**config.mk**
```make
export PLATFORM = sky130hd
export DESIGN_NAME = pll_reconfig_seq
export DESIGN_NICKNAME = d
export VERILOG_FILES = /design/src/rtl/pll_reconfig_seq.sv
export SDC_FILE = /design/constraint.sdc
export NUM_CORES = 1
export LEC_CHECK = 0
export CAP_MARGIN = 0
export CORE_UTILIZATION = 45
export CTS_BUF_LIST = sky130_fd_sc_hd__clkbuf_4 sky130_fd_sc_hd__clkbuf_8
export DETAILED_ROUTE_END_ITERATION = 6
export PLACE_DENSITY = 0.74
export RECOVER_POWER = 50
export SETUP_SLACK_MARGIN = 0.02
export SYNTH_ARGS = -nofsm -noshare
export SYNTH_HDL_FRONTEND = slang
export SYNTH_SLANG_ARGS = --single-unit
```
**constraint.sdc**
```tcl
create_clock -name clock -period 7.19 [get_ports clock]
set_input_delay 2.157 -clock clock [delete_from_list [all_inputs] [get_ports clock]]
set_output_delay 2.157 -clock clock [all_outputs]
set_load 0.02 [all_outputs]
```
**src/rtl/pll_reconfig_seq.sv**
```systemverilog
// pll_reconfig_seq: holds the PLL in reset and writes the M/N high/low counts
// into an Altera-style reconfiguration core. It then pulses reconfig, releases
// the PLL and qualifies its lock into pll_locked / pll_stable. It also
// supervises lock timeout and lock loss. Every output is a flop.
module pll_reconfig_seq #(
    parameter int         RST_CYCLES    = 16,
    parameter int         STABLE_CYCLES = 1024,
    parameter int         LOCK_TIMEOUT  = 65535,
    parameter int         CNT_WIDTH     = 16,
    parameter logic [3:0] M_TYPE        = 4'h1,
    parameter logic [3:0] N_TYPE        = 4'h0
) (
    input  logic        clock,
    input  logic        reset_n,
    input  logic        pll_reset,
    input  logic [15:0] pll_data,
    input  logic        pll_trigger,
    output logic        pll_locked,
    output logic        pll_stable,
    output logic        pll_error,
    output logic        busy,
    output logic [3:0]  rc_counter_type,
    output logic [2:0]  rc_counter_param,
    output logic [8:0]  rc_data_in,
    output logic        rc_write_param,
    output logic        rc_reconfig,
    input  logic        rc_busy,
    output logic        pll_areset,
    input  logic        pll_locked_raw
);

    typedef enum logic [3:0] {
        ST_IDLE, ST_HOLD_RST, ST_WRITE, ST_WAIT_WR, ST_RECONFIG, ST_WAIT_RC,
        ST_RELEASE, ST_WAIT_LOCK, ST_STABLE_CNT, ST_RUN, ST_ERROR
    } state_t;

    localparam logic [CNT_WIDTH-1:0] RST_LAST    = CNT_WIDTH'(RST_CYCLES - 1);
    localparam logic [CNT_WIDTH-1:0] STABLE_LAST = CNT_WIDTH'(STABLE_CYCLES - 1);
    localparam logic [CNT_WIDTH-1:0] TIMEOUT_LIM = CNT_WIDTH'(LOCK_TIMEOUT);
    // The write strobe is visible in the first WAIT_WR cycle, and the core raises
    // busy one cycle late. So rc_busy is trusted only from the third WAIT_WR cycle.
    localparam logic [CNT_WIDTH-1:0] WR_BLANK    = CNT_WIDTH'(2);
    // The reconfig strobe is visible in the RECONFIG cycle, so only the first
    // WAIT_RC cycle is blanked.
    localparam logic [CNT_WIDTH-1:0] RC_BLANK    = CNT_WIDTH'(1);

    state_t                 state_q, state_d;
    logic [CNT_WIDTH-1:0]   cnt_q, cnt_d;
    logic [1:0]             idx_q, idx_d;
    logic [7:0]             m_q, m_d, n_q, n_d;
    logic                   lock_s1_q, lock_s1_d, lock_s2_q, lock_s2_d;
    logic                   areset_q, areset_d, locked_q, locked_d, stable_q, stable_d;
    logic                   error_q, error_d, busy_q, busy_d, wr_q, wr_d, rcfg_q, rcfg_d;
    logic [3:0]             type_q, type_d;
    logic [2:0]             param_q, param_d;
    logic [8:0]             data_q, data_d;
    logic                   mn_ok;
    logic [7:0]             wr_val;

    function automatic logic [CNT_WIDTH-1:0] sat_inc(input logic [CNT_WIDTH-1:0] v);
        return (&v) ? v : v + 1'b1;
    endfunction

    // High count of a divide: (v+1)>>1, computed in 9 bits so v=255 gives 128.
    function automatic logic [8:0] half_up(input logic [7:0] v);
        logic [8:0] s;
        s = {1'b0, v} + 9'd1;
        return {1'b0, s[8:1]};
    endfunction

    function automatic logic [8:0] half_dn(input logic [7:0] v);
        return {2'b00, v[7:1]};
    endfunction

    // Next-state, counter and registered-output computation; pll_reset overrides all.
    always_comb begin
        state_d   = state_q;
        cnt_d     = cnt_q;
        idx_d     = idx_q;
        m_d       = m_q;
        n_d       = n_q;
        lock_s1_d = pll_locked_raw;
        lock_s2_d = lock_s1_q;
        wr_d      = 1'b0;
        rcfg_d    = 1'b0;
        type_d    = 4'h0;
        param_d   = 3'b000;
        data_d    = 9'd0;
        mn_ok     = (pll_data[15:8] >= 8'd2) && (pll_data[7:0] >= 8'd2);
        wr_val    = idx_q[1] ? n_q : m_q;

        case (state_q)
            ST_IDLE, ST_ERROR: begin
                if (pll_trigger) begin
                    m_d     = pll_data[15:8];
                    n_d     = pll_data[7:0];
                    cnt_d   = '0;
                    idx_d   = 2'd0;
                    state_d = mn_ok ? ST_HOLD_RST : ST_ERROR;
                end
            end
            ST_HOLD_RST: begin
                if (cnt_q >= RST_LAST) begin
                    state_d = ST_WRITE;
                    idx_d   = 2'd0;
                    cnt_d   = '0;
                end else begin
                    cnt_d = sat_inc(cnt_q);
                end
            end
            ST_WRITE: begin
                if (!rc_busy) begin
                    state_d = ST_WAIT_WR;
                    cnt_d   = '0;
                    wr_d    = 1'b1;
                    type_d  = idx_q[1] ? N_TYPE : M_TYPE;
                    param_d = {2'b00, idx_q[0]};
                    data_d  = idx_q[0] ? half_dn(wr_val) : half_up(wr_val);
                end
            end
            ST_WAIT_WR: begin
                if (cnt_q < WR_BLANK) begin
                    cnt_d = sat_inc(cnt_q);
                end else if (!rc_busy) begin
                    if (idx_q == 2'd3) begin
                        state_d = ST_RECONFIG;
                        rcfg_d  = 1'b1;
                    end else begin
                        idx_d   = idx_q + 2'd1;
                        state_d = ST_WRITE;
                    end
                end
            end
            ST_RECONFIG: begin
                state_d = ST_WAIT_RC;
                cnt_d   = '0;
            end
            ST_WAIT_RC: begin
                if (cnt_q < RC_BLANK) begin
                    cnt_d = sat_inc(cnt_q);
                end else if (!rc_busy) begin
                    state_d = ST_RELEASE;
                end
            end
            ST_RELEASE: begin
                state_d = ST_WAIT_LOCK;
                cnt_d   = '0;
            end
            ST_WAIT_LOCK: begin
                if (lock_s2_q) begin
                    state_d = ST_STABLE_CNT;
                    cnt_d   = '0;
                end else if (cnt_q >= TIMEOUT_LIM) begin
                    state_d = ST_ERROR;
                end else begin
                    cnt_d = sat_inc(cnt_q);
                end
            end
            ST_STABLE_CNT: begin
                if (!lock_s2_q) begin
                    state_d = ST_WAIT_LOCK;
                    cnt_d   = '0;
                end else if (cnt_q >= STABLE_LAST) begin
                    state_d = ST_RUN;
                end else begin
                    cnt_d = sat_inc(cnt_q);
                end
            end
            ST_RUN: begin
                // A new request takes precedence; the PLL is reset again anyway.
                if (pll_trigger) begin
                    m_d     = pll_data[15:8];
                    n_d     = pll_data[7:0];
                    cnt_d   = '0;
                    idx_d   = 2'd0;
                    state_d = mn_ok ? ST_HOLD_RST : ST_ERROR;
                end else if (!lock_s2_q) begin
                    state_d = ST_WAIT_LOCK;
                    cnt_d   = '0;
                end
            end
            default: state_d = ST_IDLE;
        endcase

        if (pll_reset) begin
            state_d   = ST_IDLE;
            cnt_d     = '0;
            idx_d     = 2'd0;
            lock_s1_d = 1'b0;
            lock_s2_d = 1'b0;
            wr_d      = 1'b0;
            rcfg_d    = 1'b0;
            type_d    = 4'h0;
            param_d   = 3'b000;
            data_d    = 9'd0;
        end

        // Level outputs follow the state being entered, so they change with it.
        areset_d = !(state_d inside {ST_RELEASE, ST_WAIT_LOCK, ST_STABLE_CNT, ST_RUN});
        locked_d = (state_d inside {ST_STABLE_CNT, ST_RUN});
        stable_d = (state_d == ST_RUN);
        error_d  = (state_d == ST_ERROR);
        busy_d   = !(state_d inside {ST_IDLE, ST_RUN, ST_ERROR});
    end

    // State, counter, lock synchronizer and output registers.
    always_ff @(posedge clock or negedge reset_n) begin
        if (!reset_n) begin
            state_q   <= ST_IDLE;
            cnt_q     <= '0;
            idx_q     <= 2'd0;
            m_q       <= 8'd0;
            n_q       <= 8'd0;
            lock_s1_q <= 1'b0;
            lock_s2_q <= 1'b0;
            areset_q  <= 1'b1;
            locked_q  <= 1'b0;
            stable_q  <= 1'b0;
            error_q   <= 1'b0;
            busy_q    <= 1'b0;
            wr_q      <= 1'b0;
            rcfg_q    <= 1'b0;
            type_q    <= 4'h0;
            param_q   <= 3'b000;
            data_q    <= 9'd0;
        end else begin
            state_q   <= state_d;
            cnt_q     <= cnt_d;
            idx_q     <= idx_d;
            m_q       <= m_d;
            n_q       <= n_d;
            lock_s1_q <= lock_s1_d;
            lock_s2_q <= lock_s2_d;
            areset_q  <= areset_d;
            locked_q  <= locked_d;
            stable_q  <= stable_d;
            error_q   <= error_d;
            busy_q    <= busy_d;
            wr_q      <= wr_d;
            rcfg_q    <= rcfg_d;
            type_q    <= type_d;
            param_q   <= param_d;
            data_q    <= data_d;
        end
    end

    assign pll_areset       = areset_q;
    assign pll_locked       = locked_q;
    assign pll_stable       = stable_q;
    assign pll_error        = error_q;
    assign busy             = busy_q;
    assign rc_write_param   = wr_q;
    assign rc_reconfig      = rcfg_q;
    assign rc_counter_type  = type_q;
    assign rc_counter_param = param_q;
    assign rc_data_in       = data_q;

endmodule

```
==> flow_metrics.py, run 1 <==
metrics = {
    "synthesis": {
        "synth_top_cell_area_share": 0.4140,
        "yosysSeqAreaShare": 0.4218,
        "syn_area_per_cell_sq_um": 9.298,
        "synth_top_area_cell": "dfrtp_1",
        "synth_most_common_cell": "dfrtp_1",
        "synth_warnings": 0,
        "ys_ff_latch": 57,
        "synthFlopType": "dfrtp_1",
        "synth.area.top_cells": "dfrtp_1 (41%), mux2_2 (6.0%), nor2_1 (3.4%)",
        "async_reset_ff_frac": 1.000,
        "syn_inst": 364,
        "synth_common_cells": "dfrtp_1 (56), nor2_1 (31), nand2_1 (24)",
        "synth.distinct_cells": 63,
        "synth-edff-count": 0,
        "synthesis.area_sq_um": 3384,
    },
    "clock_tree": {
        "numCtsBuffers": 9,
        "cts_tree": "done",
        "cts_buffer_depth": 2,
        "clock-sinks": 57,
        "ctsResizeCount": 0,
        "worstSkewPairLatency_ns": 0.35,
        "cts_max_level": 3,
        "postCtsSetupRepairBufs": 0,
        "clkSlewWorstSetupHoldPaths_ns": 0.06,
        "cts_root_buf": "clkbuf_8",
        "holdBufCountCts": 0,
    },
    "status": {
        "status": "finished with violations",
        "violations": "max-capacitance violations, max-slew violations",
    },
    "timing": {
        "final_hold_viol_count": 0,
        "min_period_ns": 4.524,
        "fmax_mhz": 221.1,
        "post-route-period-util": 0.6292,
        "rsz0062_at_grt": "false",
        "fin_setup_tns_ns": 0,
        "final_max_slew_viol_count": 58,
        "worstMarginPinSlew_ns": 2.934,
        "slew_headroom": -0.9557,
        "fin_skew_ns": 0.009951,
        "setup_viol": 0,
    },
    "die": {
        "ioPinCount": 45,
        "rows": 31,
        "die_h_microns": 88.73,
        "coreArea_sq_um": 7253,
        "initial_core_util": 0.4666,
        "dieArea_sq_um": 7872,
        "die_w_microns": 88.73,
    },
    "setup_path": {
        "startpoint_type": "primary input",
        "rr_worst_depth": 8,
        "r2r-start": "cnt_q[1]$_DFFE_PN0P_",
        "reg2reg_setup_slack_ns": 4.33,
        "path_buf_inv": 2,
        "path_class": "primary input to asynchronous set/reset pin",
        "cp_top_family": "buffers and inverters",
        "crit_slowest_cell": "clkbuf_1",
        "critPathCaptureType": "asynchronous set/reset pin",
        "slowest_delay_ns": 2.06,
        "cp_cell_sequence": "buf_2 -> clkbuf_1",
        "rr_endpoint": "busy$_DFF_PN0_",
        "crit_required_ns": 7.00,
        "critPathArrivalTime_ns": 4.33,
        "path_max_fanout": 57,
    },
    "routing": {
        "viasPerCell": 5.867,
        "ant_nets": 0,
        "drc": 0,
        "routed_wl_mm": 7.708,
        "first_iter_violations": 227,
        "vias": 2916,
        "avgRoutedWirePerCell_microns": 15.51,
        "dr.pass1.iters": 5,
    },
    "power_and_ir_drop": {
        "p_clk_frac": 0.254,
        "leakage_nw": 1.656,
        "swShare": 0.3641,
        "comb_power_share": 0.367,
        "p_int_mw": 0.7692,
        "pwr_density_cell_nw_per_um2": 304.2,
        "switchingPower_mw": 0.4404,
        "vdd_ir_drop_max_v": 0.0002343,
        "power.share.sequential": 0.378,
    },
    "layout": {
        "final_cell_area_sq_um": 3976,
        "fill_cells": 654,
        "final_core_util": 0.5482,
        "drive_above_1_share": 0.1256,
        "nNetsFinal": 419,
        "antennaDiodeCount": 0,
        "final_cells": 497,
        "syn2layout_area_growth_pct": 17.49,
        "multi_input_area_sq_um": 1777,
        "ff_latch_area_sq_um": 1428,
    },
    "global_route": {
        "grt_pass1_wl_mm": 12.68,
        "grt_max_degree": 58,
        "track_usage": 0.2148,
        "grt_overflow": 0,
        "grtUsageMet2": 0.3021,
        "use_met3": 0.04851,
        "use_met1": 0.3114,
        "antenna_found_initial": 0,
        "globalRoute.busiestLayer": "met1",
        "grt_pass1_vias": 2646,
    },
    "placement": {
        "numPlacedInstances": 481,
        "dp.final_hpwl_mm": 5.485,
        "placed_area_sq_um": 3775,
        "place_congestion": 0.9338,
        "io_buffers": 38,
    },
    "worst_hold_path": {
        "min_from": "lock_s1_q$_DFF_PN0_",
        "hold_class": "register to register",
        "min_path_cells": 1,
        "min_to": "lock_s2_q$_DFF_PN0_",
    },
    "run": {
        "maxCapViolCount": 1,
    },
}
==> routing by layer <==
metal  up-vias  wire length, microns
li1       1380                     -
met1      1410                  3616
met2       108                  3406
met3        18                   515
met4         0                   170
met5         -                     0
==> cell usage in the layout, fill, tap and decap left out, drive strengths merged, types with 3 or more instances in the layout <==
cell           instances
a21oi                 21
nand2b                 4
nor3                  12
a211oi                 7
o21ai                 23
o22ai                  3
nand2                 24
dlygate4sd3            6
nand3                 13
conb                   6
mux2                  18
ha                     4
buf                    3
mux2i                  8
nand4                  5
inv                   13
dfrtp                 56
and3                   7
clkdlybuf4s50         31
xnor2                  3
nor4b                  3
or3                    6
xor2                   3
clkbuf                11
clkinv                 3
and2                   5
nor4                   9
nand3b                 6
or4                    4
nor2b                  4
nor2                  31
a31oi                  5
==> worst max-delay path by stage <==
stage	depth (start not counted)	endpoint	from
2_1_floorplan	8	cnt_q[9]$_DFFE_PN0P_	pll_trigger
3_3_place_gp	6	cnt_q[13]$_DFFE_PN0P_	pll_reset
3_5_place_dp	6	cnt_q[13]$_DFFE_PN0P_	pll_reset
4_1_cts	6	cnt_q[13]$_DFFE_PN0P_	pll_reset
5_1_grt	2	pll_stable$_DFF_PN0_	reset_n
6_report	2	state_q[2]$_DFF_PN0_	reset_n
==> state kept, by name, summed over array words and instances (netlist names) <==
signal / count
lock_s2_q: 1
idx_q: 2
rc_counter_type: 1
pll_stable: 1
pll_areset: 1
state_q: 4
pll_error: 1
rc_write_param: 1
n_q: 8
lock_s1_q: 1
rc_data_in: 8
pll_locked: 1
rc_counter_param: 1
cnt_q: 16
busy: 1
rc_reconfig: 1
m_q: 8
==> cell type report <==
| type | count | area share |
|---|---|---|
| Timing Repair Buffer | 41 | 0.09912 |
| Tap cell | 99 | 0.03115 |
| Multi-Input combinational cell | 271 | 0.4468 |
| Inverter | 13 | 0.01227 |
| Sequential cell | 57 | 0.3590 |
| Clock inverter | 6 | 0.01699 |
| Clock buffer | 10 | 0.03461 |
==> power groups by stage <==
stage / clock network [mW] / registers [mW] / logic, mW
after floorplan: 0 / 0.437 / 0.360
after detailed placement: 0 / 0.462 / 0.443
after global routing: 0.326 / 0.468 / 0.493
after global placement: 0 / 0.458 / 0.435
after CTS: 0.313 / 0.457 / 0.445
final: 0.308 / 0.458 / 0.444
==> metrics by stage <==
step | hold WS, ns | setup slack (ns) | power (mW)
after floorplan | 0.4385 | 3.275 | 0.7972
after global placement | 0.4430 | 2.573 | 0.8934
after detailed placement | 0.4766 | 2.504 | 0.9056
after CTS | 0.4741 | 2.881 | 1.215
after global routing | 0.5095 | 1.900 | 1.287
final | 0.4676 | 2.666 | 1.210
==> cell families (layout without fill, tap and decap cells) <==
logic type	Yosys count	after routing	share of synthesized area
other	1	6	0.001108
adder cells (fa/ha/maj)	4	4	0.01479
AND/OR/NAND/NOR	145	145	0.2362
AO/OA/AOI/OAI	84	84	0.1682
buffers and inverters	41	70	0.05878
multiplexers	26	26	0.08355
XOR/XNOR	6	6	0.01553
flip-flops	57	57	0.4218
Note: power is estimated with default switching activity, not from simulation.
==> inputs of run 2 (changes only) <==
==> constraint.sdc (replaced) <==
create_clock -name clock -period 4.6 [get_ports clock]
set_input_delay 1.38 -clock clock [delete_from_list [all_inputs] [get_ports clock]]
set_output_delay 1.38 -clock clock [all_outputs]
set_load 0.02 [all_outputs]
==> run 2 against run 1 <==
Net effect: the run still ends with max-capacitance violations, max-slew violations left; final cell count rose by 0.40%; critical path depth rose by 5; worst hold slack got worse by 0.0026 ns; clock skew barely moved; total power rose by 64%; sequential cell count did not move; global-route usage rose by 0.49 points.
==> flow_metrics.py, run 2 (synthesized netlist as in run 1, its figures left out) <==
metrics = {
    "status": {
        "status": "finished with violations",
        "violations": "max-capacitance violations, max-slew violations",
    },
    "routing": {
        "first_iter_violations": 337,
        "vias": 2937,
        "dr.pass1.iters": 5,
        "ant_nets": 0,
        "viasPerCell": 5.886,
        "routed_wl_mm": 7.967,
        "drc": 0,
        "avgRoutedWirePerCell_microns": 15.97,
    },
    "clock_tree": {
        "numCtsBuffers": 9,
        "worstSkewPairLatency_ns": 0.34,
        "clock-sinks": 57,
        "cts_max_level": 3,
        "cts_root_buf": "clkbuf_8",
        "clkSlewWorstSetupHoldPaths_ns": 0.07,
        "postCtsSetupRepairBufs": 0,
        "cts_tree": "done",
        "ctsResizeCount": 0,
        "holdBufCountCts": 0,
        "cts_buffer_depth": 2,
    },
    "die": {
        "ioPinCount": 45,
        "coreArea_sq_um": 7253,
        "initial_core_util": 0.4666,
        "rows": 31,
        "die_h_microns": 88.73,
        "dieArea_sq_um": 7872,
        "die_w_microns": 88.73,
    },
    "global_route": {
        "grt_pass1_wl_mm": 13.08,
        "track_usage": 0.2197,
        "grt_overflow": 0,
        "grt_max_degree": 41,
        "grt_pass1_vias": 2657,
        "antenna_found_initial": 0,
    },
    "power_and_ir_drop": {
        "vdd_ir_drop_max_v": 0.0003948,
        "pwr_density_cell_nw_per_um2": 493.2,
        "leakage_nw": 1.658,
    },
    "setup_path": {
        "crit_required_ns": 4.84,
        "critPathCaptureType": "register",
        "path_class": "primary input to register",
        "path_max_fanout": 17,
        "critPathArrivalTime_ns": 3.94,
        "startpoint_type": "primary input",
    },
    "timing": {
        "final_hold_viol_count": 0,
        "fin_setup_tns_ns": 0,
        "fmax_mhz": 269.9,
        "setup_viol": 0,
        "fin_skew_ns": 0.01045,
        "final_max_slew_viol_count": 41,
        "rsz0062_at_grt": "false",
        "slew_headroom": -0.4183,
        "post-route-period-util": 0.8054,
        "worstMarginPinSlew_ns": 2.128,
        "min_period_ns": 3.705,
    },
    "placement": {
        "dp.final_hpwl_mm": 5.555,
        "place_congestion": 0.8438,
        "numPlacedInstances": 483,
        "io_buffers": 38,
        "placed_area_sq_um": 3790,
    },
    "layout": {
        "final_common_cell": "dfrtp_1",
        "drive_above_1_share": 0.1250,
        "antennaDiodeCount": 0,
        "final_cell_mix": "dfrtp_1 (56), clkdlybuf4s50_1 (35), nor2_1 (31), nand2_1 (24), o21ai_0 (23)",
        "largest_register": "cnt_q",
        "final_cell_area_sq_um": 4015,
        "largest_reg_flops": 16,
        "syn2layout_area_growth_pct": 18.63,
        "nNetsFinal": 421,
        "final_cells": 499,
    },
    "worst_hold_path": {
        "hold_class": "register to register",
    },
    "run": {
        "maxCapViolCount": 1,
    },
}
## run 2: critical path, cell delays in order
cell           delay [ns]
dlygate4sd3_1        0.66
nand3b_1             0.14
clkbuf_1             0.66
nor2_1               0.09
nor4_1               0.69
a41o_1               0.27
nor2_1               0.05
## run 2: final cells by class
cell class,count,area (sq um)
timing repair buffer,43,404.1
clock inverter,4,75.07
clock buffer,12,158.9
tap,99,123.9
inverter,13,48.80
sequential,57,1428
fill,658,3238
multi-input combinational,271,1777
## run 2: path summary, 6_finish.rpt
path | from | endpoint | slack, ns | depth (start not counted)
max | pll_trigger | busy$_DFF_PN0_ | 0.89 | 7
max reg2reg | state_q[1]$_DFF_PN0_ | busy$_DFF_PN0_ | 1.56 | 8
min | lock_s1_q$_DFF_PN0_ | lock_s2_q$_DFF_PN0_ | 0.46 | 1
min in group asynchronous | reset_n | cnt_q[12]$_DFFE_PN0P_ | 1.65 | 1
max in group asynchronous | reset_n | cnt_q[6]$_DFFE_PN0P_ | 1.22 | 2
min reg2reg | lock_s1_q$_DFF_PN0_ | lock_s2_q$_DFF_PN0_ | 0.46 | 1
## run 2: metrics by stage
step                      total power, mW  utilization  setup slack (ns)  hold slack, ns
after floorplan                     1.246            -             1.462          0.4385
after global placement              1.405       0.5225            0.8848          0.4468
after detailed placement            1.433       0.5225            0.8273          0.4502
after CTS                           1.982       0.5548             1.119          0.4700
after global routing                2.096       0.5536            0.6121          0.4940
final                               1.980       0.5536            0.8949          0.4650
## run 2: metal layers
metal  vias to the layer above  global-route usage  wire [microns]
met1                      1410              0.3135            3685
met4                         0             0.08358             148
met5                         -                   0               0
met3                        18             0.05224             525
met2                       127              0.3224            3609
li1                       1382                   -               -
## run 2: power breakdown
| part | internal (mW) | leakage, nW | switching [mW] |
|---|---|---|---|
| clock | 0.341 | 0.112 | 0.205 |
| sequential | 0.609 | 0.749 | 0.108 |
| combinational | 0.334 | 0.797 | 0.383 |
==> inputs of run 3 (changes only) <==
==> constraint.sdc (replaced) <==
create_clock -name clock -period 3.7 [get_ports clock]
set_input_delay 1.11 -clock clock [delete_from_list [all_inputs] [get_ports clock]]
set_output_delay 1.11 -clock clock [all_outputs]
set_load 0.02 [all_outputs]
==> run 3 against run 2 <==
Net effect: the run now ends clean; combinational power increased by 25%; register-to-register slack got worse by 0.67 ns; die area unchanged; non-clock buffer count increased by 3; worst hold slack improved by 0.013 ns; count of clock-buffer cells in the layout decreased by 1; total power increased by 19%; sequential cell count unchanged; via count decreased by 0.82%; critical endpoint unchanged; largest power group unchanged.
==> flow_metrics.py, run 3 (synthesized netlist as in run 1, its figures left out) <==
metrics = {
    "timing": {
        "fin_skew_ns": 0.01086,
        "post-route-period-util": 0.8978,
        "setup_viol": 0,
        "slew_headroom": 0.2776,
        "worstMarginPinSlew_ns": 1.084,
        "rsz0062_at_grt": "false",
        "min_period_ns": 3.322,
        "final_max_slew_viol_count": 0,
        "final_hold_viol_count": 0,
        "fin_setup_tns_ns": 0,
        "fmax_mhz": 301.0,
    },
    "die": {
        "rows": 31,
        "ioPinCount": 45,
        "coreArea_sq_um": 7253,
        "initial_core_util": 0.4666,
        "die_h_microns": 88.73,
        "die_w_microns": 88.73,
        "dieArea_sq_um": 7872,
    },
    "clock_tree": {
        "cts_root_buf": "clkbuf_8",
        "clock-sinks": 57,
        "cts_max_level": 3,
        "ctsResizeCount": 0,
        "clkSlewWorstSetupHoldPaths_ns": 0.06,
        "worstSkewPairLatency_ns": 0.35,
        "holdBufCountCts": 0,
        "cts_buffer_depth": 2,
        "numCtsBuffers": 9,
        "cts_tree": "done",
        "postCtsSetupRepairBufs": 0,
    },
    "setup_path": {
        "critPathArrivalTime_ns": 3.56,
        "path_max_fanout": 17,
        "path_class": "primary input to register",
        "critPathCaptureType": "register",
        "startpoint_type": "primary input",
        "crit_required_ns": 3.94,
    },
    "global_route": {
        "grt_overflow": 0,
        "track_usage": 0.2173,
        "grt_pass1_vias": 2533,
        "antenna_found_initial": 0,
        "grt_max_degree": 38,
        "grt_pass1_wl_mm": 12.81,
    },
    "routing": {
        "viasPerCell": 5.826,
        "ant_nets": 0,
        "first_iter_violations": 266,
        "wl_met1_mm": 3.690,
        "wl_met3_microns": 582,
        "dr.pass1.iters": 5,
        "avgRoutedWirePerCell_microns": 15.73,
        "routed_wl_mm": 7.865,
        "wl_met2_mm": 3.509,
        "drc": 0,
        "vias": 2913,
        "routed.top_layer": "met4",
    },
    "power_and_ir_drop": {
        "vdd_ir_drop_max_v": 0.0004355,
        "pwr_density_cell_nw_per_um2": 591.8,
        "leakage_nw": 1.651,
    },
    "worst_hold_path": {
        "hold_class": "register to register",
    },
    "layout": {
        "antennaDiodeCount": 0,
        "final_core_util": 0.5494,
        "final_cell_mix": "dfrtp_1 (56), clkdlybuf4s50_1 (34), nor2_1 (31), nand2_1 (24), o21ai_0 (23)",
        "ff_latch_area_sq_um": 1428,
        "largest_register": "cnt_q",
        "final_cell_area_sq_um": 3985,
        "fill_cells": 664,
        "drive_above_1_share": 0.1247,
        "multi_input_area_sq_um": 1777,
        "nNetsFinal": 424,
        "syn2layout_area_growth_pct": 17.74,
        "final_common_cell": "dfrtp_1",
        "largest_reg_flops": 16,
    },
    "placement": {
        "dp.final_hpwl_mm": 5.578,
        "io_buffers": 38,
        "placed_area_sq_um": 3812,
        "place_congestion": 0.8568,
    },
    "status": {
        "status": "finished clean",
    },
    "run": {
        "maxCapViolCount": 0,
    },
}
## run 3: cell types whose count changed in the layout (fill, tap and decap cells not counted), sizes merged
cell           previous run  this run
buf                       3         4
bufinv                    2         1
clkbuf                   15        16
clkdlybuf4s50            35        34
clkinv                    0         1
clkinvlp                  2         1
dlygate4sd3               2         3
## run 3: power breakdown
part / switching, mW / internal, mW / total (mW)
registers: 0.135 / 0.758 / 0.892
logic: 0.467 / 0.428 / 0.894
clock network: 0.244 / 0.328 / 0.572
total: 0.845 / 1.51 / 2.36
## run 3: final cells by class
cell class / count / area share
clock buffer: 11 / 0.03642
clock inverter: 3 / 0.01068
sequential: 57 / 0.3582
tap: 99 / 0.03108
inverter: 13 / 0.01224
timing repair buffer: 46 / 0.1055
multi-input combinational: 271 / 0.4458
## run 3: final timing paths
kind	from	slack [ns]	depth (start not counted)	to
max in group asynchronous	reset_n	1.28	2	m_q[5]$_DFFE_PN0P_
worst min register to register	lock_s1_q$_DFF_PN0_	0.48	1	lock_s2_q$_DFF_PN0_
worst max-delay path	pll_trigger	0.38	9	busy$_DFF_PN0_
worst min-delay path	lock_s1_q$_DFF_PN0_	0.48	1	lock_s2_q$_DFF_PN0_
min in group asynchronous	reset_n	0.94	1	cnt_q[9]$_DFFE_PN0P_
worst max register to register	state_q[1]$_DFF_PN0_	0.89	9	busy$_DFF_PN0_
## run 3: stage by stage
step,total power [mW],instances,hold slack (ns),worst slack [ns]
2_1_floorplan,1.549,369,0.4385,0.8323
3_5_place_dp,1.788,486,0.4622,0.2012
6_report,2.358,500,0.4781,0.3781
3_3_place_gp,1.762,486,0.4473,0.2802
4_1_cts,2.364,500,0.4760,0.5557
5_1_grt,2.507,500,0.4976,0.2948
## run 3: routing by layer
metal / vias to the layer above / GRT usage
met5: - / 0
met4: 0 / 0.08211
met3: 6 / 0.05224
met2: 109 / 0.3098
met1: 1406 / 0.3182
li1: 1392 / -
## run 3: worst max-delay path: stages
cell and delay, ns:
dlygate4sd3_1 0.58, clkbuf_1 0.21, nand3b_1 0.12, clkbuf_1 0.67, nor2_1 0.11, nor4_1 0.35, buf_4 0.19, a41o_1 0.16
nor2_1 0.04
==> variant 1: new RTL, config.mk and constraints of run 2 <==
`CNT_WIDTH`: 16 -> 32.
--- a/src/rtl/pll_reconfig_seq.sv
+++ b/src/rtl/pll_reconfig_seq.sv
@@ -6,7 +6,7 @@
     parameter int         RST_CYCLES    = 16,
     parameter int         STABLE_CYCLES = 1024,
     parameter int         LOCK_TIMEOUT  = 65535,
-    parameter int         CNT_WIDTH     = 16,
+    parameter int         CNT_WIDTH     = 32,
     parameter logic [3:0] M_TYPE        = 4'h1,
     parameter logic [3:0] N_TYPE        = 4'h0
 ) (
Function: no difference found for any inputs over 10 cycles, from zero or initial values and one cycle with reset_n low; that may be too few to reach the edited logic, so the function may still have changed.
==> variant 1 against run 2 <==
The run still ends with max-capacitance violations, max-slew violations left. Sequential power is 15% higher. Total power is 3.1% higher. Clock power is 4% higher. Core utilization is 1.9 points lower. Setup slack better by 0.012 ns. Wire length is 11% higher. Clock skew is 0.0015 ns higher. Register-to-register slack worse by 0.35 ns. Combinational power is 8.8% lower. Sequential cell count is 16 higher. Synthesized area is 21% higher. Synthesized cell count is 15% higher. Final area is 17% higher. Critical path type unchanged.
==> variant 1: results <==
set metrics [dict create \
    ys_seq_area_share_pct 44.7 \
    grt_pass1_wl_um 15100 \
    wl_per_cell_um 15.7 \
    grt_usage_pct 19.9 \
    grt_use_met1_pct 28.0 \
    crit_arrival_ns 3.96 \
    vias 3269 \
    vdd_drop_max_v 0.000235 \
    post-route-min-period_ns 3.69 \
    routabilityCongestion 0.887 \
    place_ws_ns 0.597 \
    pg_clk_uw 565 \
    grt_max_degree 37 \
    yosys.cell_types.count 73 \
    combPwrFrac_pct 32.1 \
    reg2reg_depth 9 \
    grt_pass1_vias 3054 \
    synth_common_cells "72 x dfrtp_1, 47 x nor2_1, 29 x nand2_1, 19 x a21oi_1, 17 x mux2_2" \
    tightest_slew_ns 1.89 \
    p_leak_uw 0.00197 \
    maxCapViolCount 1 \
    failed_checks "max-capacitance violations, max-slew violations" \
    status "finished with violations" \
    drive_gt1_share_pct 15.8 \
    drt_iter0_drc 225 \
    num-nets-final 478 \
    skew_ns 0.0120 \
    finalMaxSlewViolations 37 \
    dp_hpwl_um 6390 \
    synth_area_leaders "dfrtp_1 44%, mux2_2 4.7%, nor2_1 4.3%" \
    swShare_pct 34.1 \
    met2_usage_pct 30.0 \
    hold_depth 1 \
    grt_use_met3_pct 3.31 \
]
## variant 1: cell families (layout without fill, tap and decap cells)
logic type                 Yosys count  count (layout)  synth area share, %
and+or+nand+nor                    189             189                 26.1
DFF                                 73              73                 44.7
xor gates and xnor gates            12              12                 2.57
buffers and inverters               36              71                 5.45
muxes                               27              27                 7.13
adders and majority gates            4               4                 1.22
AOI/OAI and AO/OA                   75              75                 12.7
other                                1               6               0.0917
## variant 1: metrics by stage
stage	power, uW	hold WS [ns]	instances	area (sq um)	utilization [%]
2_1_floorplan	1350	0.439	422	4110	-
5_1_grt	2170	0.503	565	4690	53.5
4_1_cts	2060	0.476	565	4700	53.6
3_5_place_dp	1490	0.467	549	4480	51.1
3_3_place_gp	1470	0.454	549	4480	51.1
6_report	2040	0.472	565	4690	53.5
## variant 1: critical path, stage by stage
cell and delay [ns]:
dlygate4sd3_1 0.55, clkbuf_1 0.37, a41oi_2 0.82, nor2_1 0.22, a2111oi_0 0.45, o21bai_1 0.17
## variant 1: worst paths after layout
check,end,from
worst max-delay path,cnt_q[3],pll_reset
worst min-delay path,lock_s2_q,lock_s1_q
worst max register to register,cnt_q[3],cnt_q[1]
worst min register to register,lock_s2_q,lock_s1_q
max in group asynchronous,cnt_q[14],reset_n
min in group asynchronous,cnt_q[26],reset_n
## variant 1: final cells by class
cell class                      instances  area, sq um
Timing Repair Buffer                   43          400
Fill cell                             786         4080
Clock inverter                          6         90.1
Multi-Input combinational cell        313         2060
Clock buffer                           10          131
Inverter                               12         45.0
Tap cell                              108          135
Sequential cell                        73         1830
## variant 1: metal layers
layer | up-vias | part of all wire, %
met4 | 0 | 2.6
li1 | 1565 | -
met3 | 20 | 4.7
met1 | 1588 | 46
met5 | - | 0
met2 | 96 | 47
==> variant 2: new RTL, settings of run 2 <==
Without the edit above. The output `busy` loses its register stage (`busy_q` becomes a continuous assignment).
--- a/src/rtl/pll_reconfig_seq.sv
+++ b/src/rtl/pll_reconfig_seq.sv
@@ -217,7 +217,6 @@
             locked_q  <= 1'b0;
             stable_q  <= 1'b0;
             error_q   <= 1'b0;
-            busy_q    <= 1'b0;
             wr_q      <= 1'b0;
             rcfg_q    <= 1'b0;
             type_q    <= 4'h0;
@@ -235,7 +234,6 @@
             locked_q  <= locked_d;
             stable_q  <= stable_d;
             error_q   <= error_d;
-            busy_q    <= busy_d;
             wr_q      <= wr_d;
             rcfg_q    <= rcfg_d;
             type_q    <= type_d;
@@ -243,6 +241,8 @@
             data_q    <= data_d;
         end
     end
+
+    assign busy_q = busy_d;
 
     assign pll_areset       = areset_q;
     assign pll_locked       = locked_q;
Function: changed (Yosys sat finds a counterexample within 4 cycles, from zero or initial values and one cycle with reset_n low).
==> variant 2 against run 2 <==
Setup slack worse by 0.83 ns. Final area is 0.72% lower. The flow still finishes with violations (max-capacitance violations, max-slew violations). Cell count fell by 0.80%. Sequential cell count shrank 1. Wire length fell by 8.7%. Via count is 8.4% lower. Synthesized area shrank 2.0%. Total power down 7.0%. Maximum frequency shrank 18%. Largest power group unchanged. Sequential power decreased by 3%. Non-clock buffer count up 16.
==> variant 2: results <==
set metrics [dict create \
    drtPass1Iterations 4 \
    grt_pass1_vias 2577 \
    status "finished with violations" \
    placed_cell_area_sq_um 3840 \
    max_freq_ghz 0.220 \
    yosys.cell_types.count 64 \
    drive_gt1_share_pct 17.8 \
    num-nets-final 424 \
    grt_usage_pct 19.9 \
    largest_reg_flops 16 \
    place_ws_ns -0.466 \
    swShare_pct 36.5 \
    vdd_drop_max_v 0.000328 \
    ff2ff_setup_slack_ns 1.51 \
    routabilityCongestion 0.899 \
    crit_path_max_incr_delay_ns 0.45 \
    drt_iter0_drc 83 \
    routed_wl_um 7270 \
    via_per_inst 5.44 \
    tightest_slew_ns 1.54 \
    synth_top_area_cell "dfrtp_1" \
    cts_inserted_buffers 5 \
    synth_area_leaders "dfrtp_1 41%, mux2_2 6.1%, nor2_1 4.5%" \
    p_leak_uw 0.00173 \
    grt_pass1_wl_um 12000 \
    htreeDepth 2 \
    clk_latency_ns 0.32 \
    path_clk_slew_ns 0.09 \
    crit_arrival_ns 3.16 \
    ys_seq_area_share_pct 42.3 \
    grt_max_degree 30 \
    synth_common_cells "55 x dfrtp_1, 40 x nor2_1, 20 x nand2_1, 18 x mux2_2, 14 x nand3_1" \
    skew_ns 0.0117 \
    min_path_type "reg2reg" \
    maxCapViolCount 2 \
    crit_slowest_cell "clkdlybuf4s50_1" \
    dp_hpwl_um 5310 \
    finalMaxSlewViolations 59 \
    failed_checks "max-capacitance violations, max-slew violations" \
    crit_fanout 3 \
]
variant 2: worst paths after layout:
check                      depth (start not counted)   startpoint            end
min in group asynchronous                          1      reset_n  rc_data_in[1]
hold / removal                                     1    lock_s1_q      lock_s2_q
setup reg to reg                                   7    cnt_q[13]      cnt_q[14]
hold reg to reg                                    1    lock_s1_q      lock_s2_q
setup / recovery                                   9  pll_data[1]           busy
max in group asynchronous                          2      reset_n  rc_data_in[3]
variant 2: cells by family after synthesis:
group                      Yosys count  share of synthesized area [%]
DFF                                 56                           42.3
AOI/OAI and AO/OA                   58                           12.3
muxes                               28                           9.13
and+or+nand+nor                    155                           25.9
buffers and inverters               36                           5.58
xor gates and xnor gates            12                           3.17
adders and majority gates            4                           1.51
other                                1                          0.113
variant 2: per-layer routing:
metal,up-vias,wire (um),share of wire (%),track usage [%]
met2,73,3480,48,33.1
met5,-,0,0,0
met1,1266,3360,46,26.5
met4,0,136,1.9,6.71
met3,12,290,4.0,3.11
li1,1340,-,-,-
variant 2: timing repair:
action                                 4_1_cts  5_1_grt
endpoints found under the hold margin        0        0
buffers inserted                             0        1
gates resized for setup                      8        3
setup endpoints to repair                    1        1
pin swaps                                    2        3
variant 2: area by class of cell:
type                    instances  area, sq um
well taps                      96          120
fillers                       623         2960
flip-flops and latches         56         1400
inverters                      13         48.8
clock buffers                   5         68.8
clock inverters                 3         42.5
repair buffers                 59          524
multi-input cells             263         1780
variant 2: through the flow:
step | hold slack, ns | power, uW | cells
after detailed placement | 0.473 | 1500 | 486
final | 0.508 | 1840 | 495
after global placement | 0.472 | 1490 | 486
after floorplan | 0.439 | 1260 | 355
after global routing | 0.531 | 1970 | 495
after CTS | 0.513 | 1840 | 494
variant 2: power by group through the flow:
stage	Clock, uW	Sequential (uW)	Combinational, uW
final	328	697	817
after global routing	354	714	899
after CTS	341	696	806
after detailed placement	0	706	796
after global placement	0	703	787
after floorplan	0	667	595
variant 2: critical path: cells and delay by family:
| kind | cells | cell delay [ns] |
|---|---|---|
| simple gates | 5 | 0.84 |
| buf+inv | 2 | 0.60 |
| compound gates | 2 | 0.33 |
